**src/rtl/control_arbitro.sv**
```systemverilog
// control_arbitro: configuration FSM plus round-robin pop arbiter for the four-FIFO output datapath.
module control_arbitro #(
    parameter int UMBRAL_W  = 3,
    parameter int NUM_FIFOS = 4
) (
    input  logic                 clk,
    input  logic                 reset,
    input  logic                 init,
    input  logic [UMBRAL_W-1:0]  umbral_bajo_in,
    input  logic [UMBRAL_W-1:0]  umbral_alto_in,
    input  logic [NUM_FIFOS-1:0] fifo_empty,
    input  logic [NUM_FIFOS-1:0] fifo_error,
    input  logic                 pausa,
    output logic                 pop_F0,
    output logic                 pop_F1,
    output logic                 pop_F2,
    output logic                 pop_F3,
    output logic                 push_out,
    output logic [1:0]           sel_out,
    output logic [UMBRAL_W-1:0]  umbral_bajo,
    output logic [UMBRAL_W-1:0]  umbral_alto,
    output logic                 IDLE,
    output logic                 active_out,
    output logic                 error_out,
    output logic [2:0]           state
);
    localparam logic [2:0] S_RESET  = 3'd0;
    localparam logic [2:0] S_INIT   = 3'd1;
    localparam logic [2:0] S_IDLE   = 3'd2;
    localparam logic [2:0] S_ACTIVE = 3'd3;
    localparam logic [2:0] S_ERROR  = 3'd4;

    logic [2:0]          state_q, state_d;
    logic [1:0]          rr_q, sel_q, gidx, cand;
    logic                push_q, found, grant_en, any_err, all_empty;
    logic [UMBRAL_W-1:0] ub_q, ua_q;
    logic [3:0]          pop;

    assign any_err   = |fifo_error;
    assign all_empty = &fifo_empty;
    assign grant_en  = (state_q == S_ACTIVE) & ~pausa & ~any_err & ~all_empty;

    // Search starts just after the last granted FIFO, wrapping mod 4.
    always_comb begin
        found = 1'b0;
        gidx  = rr_q;
        cand  = '0;
        for (int k = 1; k <= 4; k++) begin
            cand = rr_q + 2'(k);
            if (!found && !fifo_empty[cand]) begin
                found = 1'b1;
                gidx  = cand;
            end
        end
        pop = grant_en ? (4'b0001 << gidx) : 4'b0000;
    end

    always_comb begin
        case (state_q)
            S_RESET:  state_d = S_INIT;
            S_INIT:   state_d = init ? S_INIT : S_IDLE;
            S_IDLE:   state_d = any_err ? S_ERROR : init ? S_INIT : !all_empty ? S_ACTIVE : S_IDLE;
            S_ACTIVE: state_d = any_err ? S_ERROR : init ? S_INIT : all_empty ? S_IDLE : S_ACTIVE;
            S_ERROR:  state_d = S_ERROR;
            default:  state_d = S_RESET;
        endcase
    end

    always_ff @(posedge clk) begin
        if (reset) begin
            state_q <= S_RESET;
            rr_q    <= 2'd3;
            sel_q   <= 2'd0;
            push_q  <= 1'b0;
            ub_q    <= '0;
            ua_q    <= '0;
        end else begin
            state_q <= state_d;
            push_q  <= grant_en;
            if (state_q == S_INIT) begin
                ub_q <= umbral_bajo_in;
                ua_q <= umbral_alto_in;
            end
            if (grant_en) begin
                rr_q  <= gidx;
                sel_q <= gidx;
            end
        end
    end

    assign {pop_F3, pop_F2, pop_F1, pop_F0} = pop;
    assign push_out    = push_q;
    assign sel_out     = sel_q;
    assign umbral_bajo = ub_q;
    assign umbral_alto = ua_q;
    assign IDLE        = state_q == S_IDLE;
    assign active_out  = state_q == S_ACTIVE;
    assign error_out   = state_q == S_ERROR;
    assign state       = state_q;
endmodule

```
**config.mk**
```make
export PLATFORM = sky130hd
export DESIGN_NAME = control_arbitro
export DESIGN_NICKNAME = d
export VERILOG_FILES = /design/src/rtl/control_arbitro.sv
export SDC_FILE = /design/constraint.sdc
export NUM_CORES = 1
export LEC_CHECK = 0
export ABC_AREA = 1
export CAP_MARGIN = 20
export CORE_MARGIN = 4
export CORE_UTILIZATION = 43
export CTS_CLUSTER_DIAMETER = 40
export DETAILED_ROUTE_END_ITERATION = 8
export PLACE_DENSITY = 0.84
export SYNTH_ARGS = -nofsm -noshare
export SYNTH_HDL_FRONTEND = slang
export SYNTH_SLANG_ARGS = --single-unit
```
**constraint.sdc**
```tcl
create_clock -name clk -period 2.4 [get_ports clk]
set_input_delay 0.36 -clock clk [delete_from_list [all_inputs] [get_ports clk]]
set_output_delay 0.36 -clock clk [all_outputs]
set_load 0.01 [all_outputs]
```
Word level (Yosys, flattened, before mapping)
Index checks and enable logic that the tools add are counted.
{ "totals": {"elab_cells": 57, "ff_bits": 14, "inputBits": 18, "output_inout_bits": 19} }
{ "op_classes": {"mux": 21, "reduce_logical": 12, "n_eq_ne": 4, "order_cmp": 4, "n_shift": 1, "n_bitwise": 6, "addsub": 3} }
{ "op_table": {"columns": ["cell", "n"], "rows": [
  ["2-bit by 3-bit < comparator with 1-bit output, second input constant", 4],
  ["2-bit 2-to-1 mux", 6],
  ["3-bit one-hot mux with 4 select lines", 1],
  ["1-bit binary-select mux with 2-bit select", 4],
  ["1-bit 2-to-1 mux", 8],
  ["3-bit by 2-bit equality test with 1-bit output, second input constant", 2],
  ["1-bit zero test", 5],
  ["2-bit adder, second input constant", 2],
  ["4-bit 2-to-1 mux", 1],
  ["4-bit AND reduction", 1],
  ["4-bit OR reduction", 1],
  ["1-bit by 2-bit left shift with 4-bit output, first input constant", 1],
  ["1-bit bitwise AND", 3],
  ["3-bit by 1-bit equality test with 1-bit output, second input constant", 1],
  ["3-bit equality test, second input constant", 1],
  ["1-bit logical AND", 3],
  ["3-bit zero test", 1],
  ["3-bit 2-to-1 mux", 1],
  ["1-bit inverter", 3],
  ["2-bit by 1-bit adder with 2-bit output, second input constant", 1],
  ["2-bit OR reduction", 1]
]} }

Longest topological paths before layout
Gate-level depths: netlist of run 1.
{ "depth": {"depth_word": 14, "depth_mapped": 12, "mapped_depth_nobuf": 12} }

Worst setup path before layout of run 1
OpenSTA, ideal clock, no wires.
{ "synth_path": {"path_type": "register to output", "startpoint": "register state_q[1] (netlist: state[1])", "endpoint": "output pop_F3", "arrival_time_ns": 1.327, "setup_slack_ns": 0.713, "path_stages_with_launch": 9, "path_buffers": 0, "path_cell_list": "dfxtp_1 > inv_1 > nor2_2 > inv_2 > nor2_2 > nand2_2 > nor3_4 > nand3_1 > nor2_1"} }
{ "synth_via": {"elab_chain_cells": 5} }
{ "synth_rtl": {"columns": ["item", "line_no", "text"], "rows": [
  ["start: declaration", "33", "logic [2:0] state_q, state_d;"],
  ["start signal: assignment", "78", "state_q <= state_d;"],
  ["3-bit by 2-bit equality test with 1-bit output", "41", "assign grant_en = (state_q == S_ACTIVE) & ~pausa & ~any_err & ~all_empty;"],
  ["1-bit bitwise AND (3 in a row)", "41", null],
  ["4-bit 2-to-1 mux", "55", "pop = grant_en ? (4'b0001 << gidx) : 4'b0000;"],
  ["end: declaration", "17", "output logic pop_F3,"]
]} }
No other way between the ends.

Worst setup path in the final report of run 1
{ "layout_path": {"startpoint": "input fifo_empty[1]", "endpoint": "output pop_F2"} }
{ "layout_via": {"elab_chain_cells": 13, "elab_cells_between_ends": 28, "cone_classes": "shift (1); mux (16); bitwise (2); reduce/logical (9)"} }
{ "layout_rtl": {"columns": ["item", "line_no", "text"], "rows": [
  ["start: declaration", "11", "input logic [NUM_FIFOS-1:0] fifo_empty,"],
  ["1-bit binary-select mux with 2-bit select", "50", "if (!found && !fifo_empty[cand]) begin"],
  ["1-bit 2-to-1 mux (implied by the code)", "50", null],
  ["1-bit zero test", "50", null],
  ["1-bit logical AND", "50", null],
  ["1-bit 2-to-1 mux", "50", null],
  ["1-bit zero test", "50", null],
  ["1-bit logical AND", "50", null],
  ["1-bit 2-to-1 mux", "50", null],
  ["1-bit zero test", "50", null],
  ["1-bit logical AND", "50", null],
  ["2-bit 2-to-1 mux", "50", null],
  ["1-bit by 2-bit left shift with 4-bit output", "55", null],
  ["4-bit 2-to-1 mux *", "55", null],
  ["end: declaration", "16", "output logic pop_F2,"]
]} }
Mark *: on every way between the ends. The rest lies on a longest branch, timed or not. The select of a mux whose other input is x is not followed.

==> results_dict.tcl, run 1 <==
set metrics [dict create \
    maxCapViolations 0 \
    seq_area_frac_synth_pct 35.7 \
    vias 946 \
    tns_ps 0 \
    htree_levels 1 \
    yosys_warnings 0 \
    remaining_drc_errors 0 \
    drt_iter0_drc 8 \
    crit_path_start_kind "primary input" \
    grtUsageTotal_pct 18.5 \
    grt_pass1_vias 926 \
    dp_slack_ps -264 \
    p_leak_nw 0.611 \
    syn_inst 128 \
    mostFrequentLayoutCells "36 x nand2_1, 30 x clkdlybuf4s50_1, 26 x nor2_1, 14 x inv_1, 13 x dfxtp_1" \
    crit_start "fifo_empty[1]" \
    final_common_cell "nand2_1" \
    reg2reg_from "rr_q[0]" \
    grt_max_degree 10 \
    yosysTopAreaCell "dfxtp_1" \
    period_share_pct 93.0 \
    root_buffer "clkbuf_4" \
    avgSynthCellArea_sq_um 6.13 \
    place.port_buffers 36 \
    insertion_delay_ps 280 \
    die_w_microns 50.7 \
    area_growth_syn_to_layout_pct 60.8 \
    synth_cell_type_count 17 \
    period_needed_ps 2230 \
    relSlewSlack_pct 77.7 \
    synth-seq-cells 14 \
    synthTopCellsByArea "dfxtp_1 36%, nand2_1 18%, nor2_1 12%" \
    nets 195 \
    min_path_type "flip-flop to flip-flop" \
    core_area_sq_um 1730 \
    cp_max_fo 4 \
    synth.top_cell.area_share_pct 35.7 \
    fin_cells 201 \
    syn_area_sq_um 785 \
    place_inst 197 \
    setup_violations 0 \
    cts_sinks 14 \
    peakVddDrop_mv 0.404 \
    worstPathRequired_ps 2040 \
    rsz0062_at_grt "false" \
    status "complete, no violations" \
    grt_use_met1_pct 17.2 \
    max_freq_mhz 448 \
    place_hpwl_microns 1700 \
    finalInstanceArea_sq_um 1260 \
    synth_fp_nets 146 \
    overflow 0 \
    gr-max-usage-layer "met2" \
    hold_path.startpoint "sel_out[1]" \
    finalPower_uw 586 \
    critPathKind "primary input to output pin" \
    crit_arrival_ps 1870 \
    gr-usage-met2_pct 37.0 \
    max_slew.worst_pin.slew_ps 331 \
    drive_gt1_share_pct 16.5 \
    postRouteAntennaNets 0 \
    wl_per_cell_microns 10.4 \
    start_util_pct 45.4 \
    hold_viol 0 \
    gp_congestion 0.768 \
    skew_ps 0.613 \
    die_h_microns 50.7 \
    power_density_nw_per_um2 465 \
    die_area_sq_um 2570 \
    end_kind "output pin" \
    cts_made_buffers 3 \
    use_met3_pct 4.15 \
    pin_count 37 \
    rows 15 \
    antenna_found_initial 0 \
    path_clk_slew_ps 80 \
    slew_violations 0 \
    tritoncts "done" \
    clk_path_buf_depth 2 \
    wl_microns 2100 \
    antenna_cells 0 \
    hold_depth 2 \
    grt_first_pass_wirelength_microns 3680 \
    drt-vias-per-instance 4.71 \
    placed_area_sq_um 1230 \
    r2r_cells 11 \
    cts_hold_buf 0 \
    fin_ws_ps 168 \
    first_pass_iters 4 \
]
## worst paths after layout
check                                  end  slack [ps]
worst max register to register  sel_out[1]         820
worst max-delay path                pop_F2         170
worst min register to register  sel_out[1]         470
worst min-delay path            sel_out[1]         470
## cell families after synthesis
family,after synthesis,share of synthesized area [%]
buffers and inverters,18,9.57
and+or+nand+nor,79,43.2
DFF,14,35.7
AOI/OAI and AO/OA,16,10.4
xor gates and xnor gates,1,1.12
## metrics by stage
step | hold WS (ps) | utilization (%)
6_report | 468 | 73.0
5_1_grt | 512 | 73.0
4_1_cts | 474 | 73.3
3_5_place_dp | 462 | 71.4
3_3_place_gp | 459 | 71.4
2_1_floorplan | 429 | -
## layer usage
layer | part of all wire, % | vias to the layer above
met2 | 53 | 24
li1 | - | 494
met4 | 2.6 | 0
met3 | 5.2 | 7
met5 | 0 | -
met1 | 39 | 421
## worst max-delay path: stages
cell and delay (ps):
clkdlybuf4s50_1 490, nand2_1 60, nand2_1 110, nand2_1 80, nand2_2 100, nand3_2 100, inv_1 80, nand2_1 70
nand2_1 90, nand2_1 80, nor2_1 100, clkbuf_2 150
## cells in the mapped netlist
library cell	number
buf_6	1
nor3_4	1
nand2_2	2
nand2_1	37
nand3_2	1
inv_1	16
a21oi_1	5
nor2_1	26
xor2_1	1
nand3_1	6
inv_2	1
nand4_1	1
a31oi_1	1
dfxtp_1	14
o21ai_0	10
nor3_1	3
nor2_2	2
## sequential cells by signal, indices dropped and copies added, names as in the netlist
signal / flops
umbral_bajo: 3
state: 3
umbral_alto: 3
push_out: 1
sel_out: 2
rr_q: 2
## power breakdown
group | switching [mW] | internal (mW) | total [mW]
Sequential | 0.0117 | 0.251 | 0.263
Clock | 0.0723 | 0.0923 | 0.165
Combinational | 0.0743 | 0.0845 | 0.159
Total | 0.158 | 0.428 | 0.586
## final cells by class
class | count | area, sq um
clock buffers | 4 | 36.3
inverters | 17 | 63.8
flip-flops and latches | 14 | 282
well taps | 25 | 31.3
multi-input cells | 96 | 435
fillers | 161 | 465
repair buffers | 45 | 413
## repair_timing
action	4_1_cts	5_1_grt
endpoints found under the setup margin	4	4
setup buffers	0	0
gates resized for setup	5	17
pin swaps	0	2
gates cloned	0	0
No activity file was read; power rests on OpenSTA's default activity.
==> run 2, diff against run 1 <==
==> constraint.sdc (replaced) <==
create_clock -name clk -period 2.4 [get_ports clk]
set_input_delay 0.6 -clock clk [delete_from_list [all_inputs] [get_ports clk]]
set_output_delay 0.6 -clock clk [all_outputs]
set_load 0.01 [all_outputs]
==> run 2 against run 1 <==
Effect of this change: the run now ends with setup timing left; sequential share of layout area is 4.0 points lower; global-route usage up 3.4 points; clock skew up 2.5 ps; flip-flop and latch count unchanged; routed wire length rose by 76%; maximum frequency decreased by 11%; sequential power hardly changed; largest cell class unchanged.
==> results_dict.tcl, run 2 (synthesized netlist as in run 1, its figures left out) <==
set metrics [dict create \
    postRouteAntennaNets 0 \
    cp_max_fo 5 \
    hold_viol 0 \
    clk_path_buf_depth 2 \
    wl_per_cell_microns 16.9 \
    reg2reg_to "rr_q[0]" \
    violations "setup timing" \
    grtUsageTotal_pct 21.8 \
    remaining_drc_errors 0 \
    slew_violations 0 \
    worstPathRequired_ps 1800 \
    max_slew.worst_pin.slew_ps 406 \
    tritoncts "done" \
    holdPathEnd "sel_out[1]" \
    place.port_buffers 36 \
    min_path_type "flip-flop to flip-flop" \
    hold_slack_ps 472 \
    end_kind "output pin" \
    vias 1167 \
    hold_depth 2 \
    power_density_nw_per_um2 399 \
    cts_sinks 14 \
    core_area_sq_um 1730 \
    crit_arrival_ps 1900 \
    antenna_cells 0 \
    p_leak_nw 0.735 \
    path_clk_slew_ps 80 \
    fillerInstances 78 \
    period_share_pct 104 \
    crit_start "rr_q[1]" \
    skew_ps 3.13 \
    r2r_cells 12 \
    gp_congestion 0.775 \
    start_util_pct 45.4 \
    die_h_microns 50.7 \
    drive_gt1_share_pct 47.4 \
    first_pass_iters 4 \
    grt_pass1_vias 1078 \
    relSlewSlack_pct 72.7 \
    hold_path.startpoint "sel_out[1]" \
    regToRegSetupSlack_ps 510 \
    rows 15 \
    period_needed_ps 2500 \
    area_growth_syn_to_layout_pct 100 \
    crit_path_start_kind "flip-flop" \
    critPathKind "flip-flop to output pin" \
    setup_violations 4 \
    overflow 0 \
    grt_max_degree 10 \
    mostFrequentLayoutCells "24 x clkdlybuf4s50_1, 21 x nor2_1, 21 x buf_4, 16 x nand2_1" \
    maxCapViolations 0 \
    nets 213 \
    grt_first_pass_wirelength_microns 4280 \
    final_common_cell "clkdlybuf4s50_1" \
    place_hpwl_microns 1770 \
    reg2reg_from "state[1]" \
    die_area_sq_um 2570 \
    drt_iter0_drc 49 \
    rsz0062_at_grt "true" \
    cts_made_buffers 3 \
    wl_microns 3690 \
    max_freq_mhz 399 \
    die_w_microns 50.7 \
    pin_count 37 \
    peakVddDrop_mv 0.436 \
    root_buffer "clkbuf_4" \
    drt-vias-per-instance 5.33 \
    insertion_delay_ps 280 \
    dp_slack_ps -757 \
    antenna_found_initial 0 \
    htree_levels 1 \
    status "complete, but fails checks" \
    fin_ws_ps -105 \
]
==> run 2: cell types whose count changed in the layout (fill, tap and decap cells not counted), moves of 6 or more <==
cell,before,now
buf_2,1,10
buf_4,9,21
buf_6,0,7
clkdlybuf4s50_1,30,24
nand2_1,36,16
nand2_2,3,11
nand2_4,0,12
==> run 2: where the power goes <==
| part | leakage [nW] | switching, mW | total [mW] | internal [mW] |
|---|---|---|---|---|
| logic | 0.599 | 0.103 | 0.195 | 0.0924 |
| clock network | 0.0210 | 0.0778 | 0.170 | 0.0924 |
| registers | 0.114 | 0.0125 | 0.262 | 0.249 |
| total | 0.735 | 0.193 | 0.627 | 0.434 |
==> run 2: stage by stage <==
step	cells	instance area, sq um	setup TNS [ps]	total power [mW]	utilization (%)
5_1_grt	219	1570	-585	0.654	91.0
2_1_floorplan	128	785	0	0.335	-
4_1_cts	214	1390	0	0.600	80.4
6_report	219	1570	-327	0.627	91.0
3_5_place_dp	204	1280	-2850	0.430	74.4
3_3_place_gp	204	1280	-2620	0.424	74.4
==> run 2: layer usage <==
layer	track usage [%]	vias to the layer above	share of wire, %
met4	16.6	0	8.1
met2	43.0	76	51
li1	-	535	-
met1	18.7	530	34
met3	4.15	26	6.7
met5	0	-	0
==> run 2: critical path, stage by stage (launching register included) <==
cell and delay, ps:
dfxtp_4 380, inv_2 110, nand2_1 120, nand2_4 120
nand2_2 70, nand2_4 100, xor2_1 210, nand2_2 130
nand2_4 100, nand2_4 70, nor2_4 90, buf_6 120
==> run 2: worst max-delay path by stage <==
stage / slack, ps / endpoint / cells after the start
floorplan: 330 / pop_F0 / 10
global placement: -670 / pop_F2 / 12
detailed placement: -760 / pop_F2 / 11
CTS: 0.1 / pop_F2 / 11
global route: -180 / pop_F2 / 11
finish: -100 / pop_F2 / 11
==> run 2: cell type report <==
type | instances | area [sq um] | share of cell area (%)
repair buffers | 63 | 532 | 33.8
well taps | 25 | 31.3 | 1.99
multi-input cells | 96 | 616 | 39.2
inverters | 17 | 68.8 | 4.38
flip-flops and latches | 14 | 288 | 18.3
clock buffers | 4 | 36.3 | 2.31
==> run 2: repair_timing <==
| action | CTS | global route |
|---|---|---|
| resized for setup | 59 | 56 |
| buffers inserted | 6 | 5 |
| hold buffers | 0 | 0 |
| setup endpoints to repair | 4 | 4 |
| pin swaps | 19 | 29 |
==> run 3, diff against run 2 <==
==> constraint.sdc (replaced) <==
create_clock -name clk -period 2.4 [get_ports clk]
set_input_delay 0.48 -clock clk [delete_from_list [all_inputs] [get_ports clk]]
set_output_delay 0.48 -clock clk [all_outputs]
set_load 0.01 [all_outputs]
==> run 3 against run 2 <==
Effect of this change: the run now ends clean; register-to-register slack better by 170 ps; worst hold slack better by 18 ps; non-clock buffer count down 14; design area down 16%; cell count down 6.4%; first-iteration DRC count down 61%; clock power down 5%; routed wire length down 40%; combinational power down 17%; critical endpoint unchanged; largest cell class unchanged; highest routed layer unchanged.
==> results_dict.tcl, run 3 (synthesized netlist as in run 1, its figures left out) <==
set metrics [dict create \
    area_growth_syn_to_layout_pct 67.9 \
    hold_viol 0 \
    insertion_delay_ps 270 \
    fin_util_pct 76.3 \
    maxCapViolations 0 \
    max_stage_delay_ps 360 \
    pin_count 37 \
    antenna_cells 0 \
    start_util_pct 45.4 \
    root_buffer "clkbuf_4" \
    worstPathRequired_ps 1920 \
    skew_ps 0.453 \
    cts_made_buffers 3 \
    end_kind "output pin" \
    first_pass_iters 4 \
    wl_microns 2230 \
    p_leak_nw 0.662 \
    wl_per_cell_microns 10.9 \
    switchingPower_uw 159 \
    vias 976 \
    slew_violations 0 \
    postRouteAntennaNets 0 \
    tritoncts "done" \
    grt_pass1_vias 964 \
    crit_cells 11 \
    path_delay_family "simple AND/OR/NAND/NOR gates" \
    cpMostUsedCell "nand2_2" \
    mostFrequentLayoutCells "31 x nand2_1, 26 x nor2_1, 24 x clkdlybuf4s50_1, 13 x buf_4, 13 x dfxtp_1" \
    period_share_pct 95.5 \
    p_int_uw 426 \
    peakVddDrop_mv 0.482 \
    die_w_microns 50.7 \
    fin_cells 205 \
    grtUsageTotal_pct 18.9 \
    path_clk_slew_ps 80 \
    path_cells "buf_4, nand2_1, nand2_2, nand2_1, nand2_2, xor2_1, nand2_1, nand2_2, nand2_2, nor2_1, buf_2" \
    drt-vias-per-instance 4.76 \
    hold_depth 2 \
    crit_path_start_kind "flip-flop" \
    place_inst 198 \
    gp_congestion 0.777 \
    cts_sinks 14 \
    combPwrFrac_pct 27.5 \
    clk_path_buf_depth 2 \
    grt_max_degree 10 \
    drive_gt1_share_pct 23.3 \
    crit_arrival_ps 1810 \
    status "complete, no violations" \
    nets 199 \
    remaining_drc_errors 0 \
    final_common_cell "nand2_1" \
    dp_slack_ps -501 \
    regToRegSetupSlack_ps 680 \
    slowest_stage "dfxtp_2" \
    rows 15 \
    core_area_sq_um 1730 \
    antenna_found_initial 0 \
    die_h_microns 50.7 \
    clkPwrFrac_pct 27.5 \
    power_density_nw_per_um2 444 \
    htree_levels 1 \
    die_area_sq_um 2570 \
    tns_ps 0 \
    drt_iter0_drc 19 \
    period_needed_ps 2290 \
    fin_ws_ps 107 \
    pwr-share-seq_pct 45.0 \
    path_buf_inv 2 \
    r2r_cells 11 \
    max_slew.worst_pin.slew_ps 311 \
    place.port_buffers 36 \
    grt_first_pass_wirelength_microns 3770 \
    setup_violations 0 \
    max_freq_mhz 436 \
    hold_slack_ps 490 \
    overflow 0 \
    relSlewSlack_pct 79.1 \
    place_hpwl_microns 1710 \
    min_path_type "flip-flop to flip-flop" \
    cp_max_fo 7 \
    critPathKind "flip-flop to output pin" \
    switching_share_pct 27.2 \
]
## run 3: cell count changes in the layout (fill, tap and decap cells not counted), sizes merged
cell          change
buf              -21
clkbuf            -1
dlygate4sd2       +3
dlymetal6s2s      +5
## run 3: layout make-up
class                   instances  area, sq um
well taps                      25         31.3
flip-flops and latches         14          282
repair buffers                 49          447
fillers                       155          409
multi-input cells              96          458
clock buffers                   4         36.3
inverters                      17         63.8
## run 3: path summary, 6_finish.rpt
check                                start         end
worst min-delay path            sel_out[1]  sel_out[1]
worst max register to register    state[1]     rr_q[0]
worst max-delay path               rr_q[0]      pop_F2
worst min register to register  sel_out[1]  sel_out[1]
## run 3: per-stage QoR
| stage | instance area [sq um] | power (mW) |
|---|---|---|
| 2_1_floorplan | 785 | 0.335 |
| 3_3_place_gp | 1240 | 0.422 |
| 3_5_place_dp | 1240 | 0.427 |
| 4_1_cts | 1260 | 0.592 |
| 5_1_grt | 1320 | 0.625 |
| 6_report | 1320 | 0.585 |
## run 3: power by group through the flow
| stage | clock [mW] | combinational, mW | sequential (mW) |
|---|---|---|---|
| after floorplan | 0 | 0.0583 | 0.277 |
| after global placement | 0 | 0.154 | 0.268 |
| after detailed placement | 0 | 0.158 | 0.269 |
| after CTS | 0.168 | 0.160 | 0.264 |
| after global routing | 0.179 | 0.179 | 0.266 |
| final | 0.161 | 0.161 | 0.264 |
## run 3: tightest hold or removal path: stages (launching register included)
cell and delay (ps):
dfxtp_1 320, nand2_1 70, a21oi_1 60
## run 3: layer usage
layer	vias to the layer above	GRT usage, %	share of wire [%]
met2	25	38.9	54
met1	439	17.1	40
met3	5	4.75	5.1
met4	0	7.17	1.6
met5	-	0	0
li1	507	-	-
## run 3: what timing repair did
item                                    4_1_cts  5_1_grt
gates resized for setup                      26       14
endpoints found under the setup margin        4        4
buffers inserted                              0        3
pin swaps                                     2        7
hold buffers                                  0        0
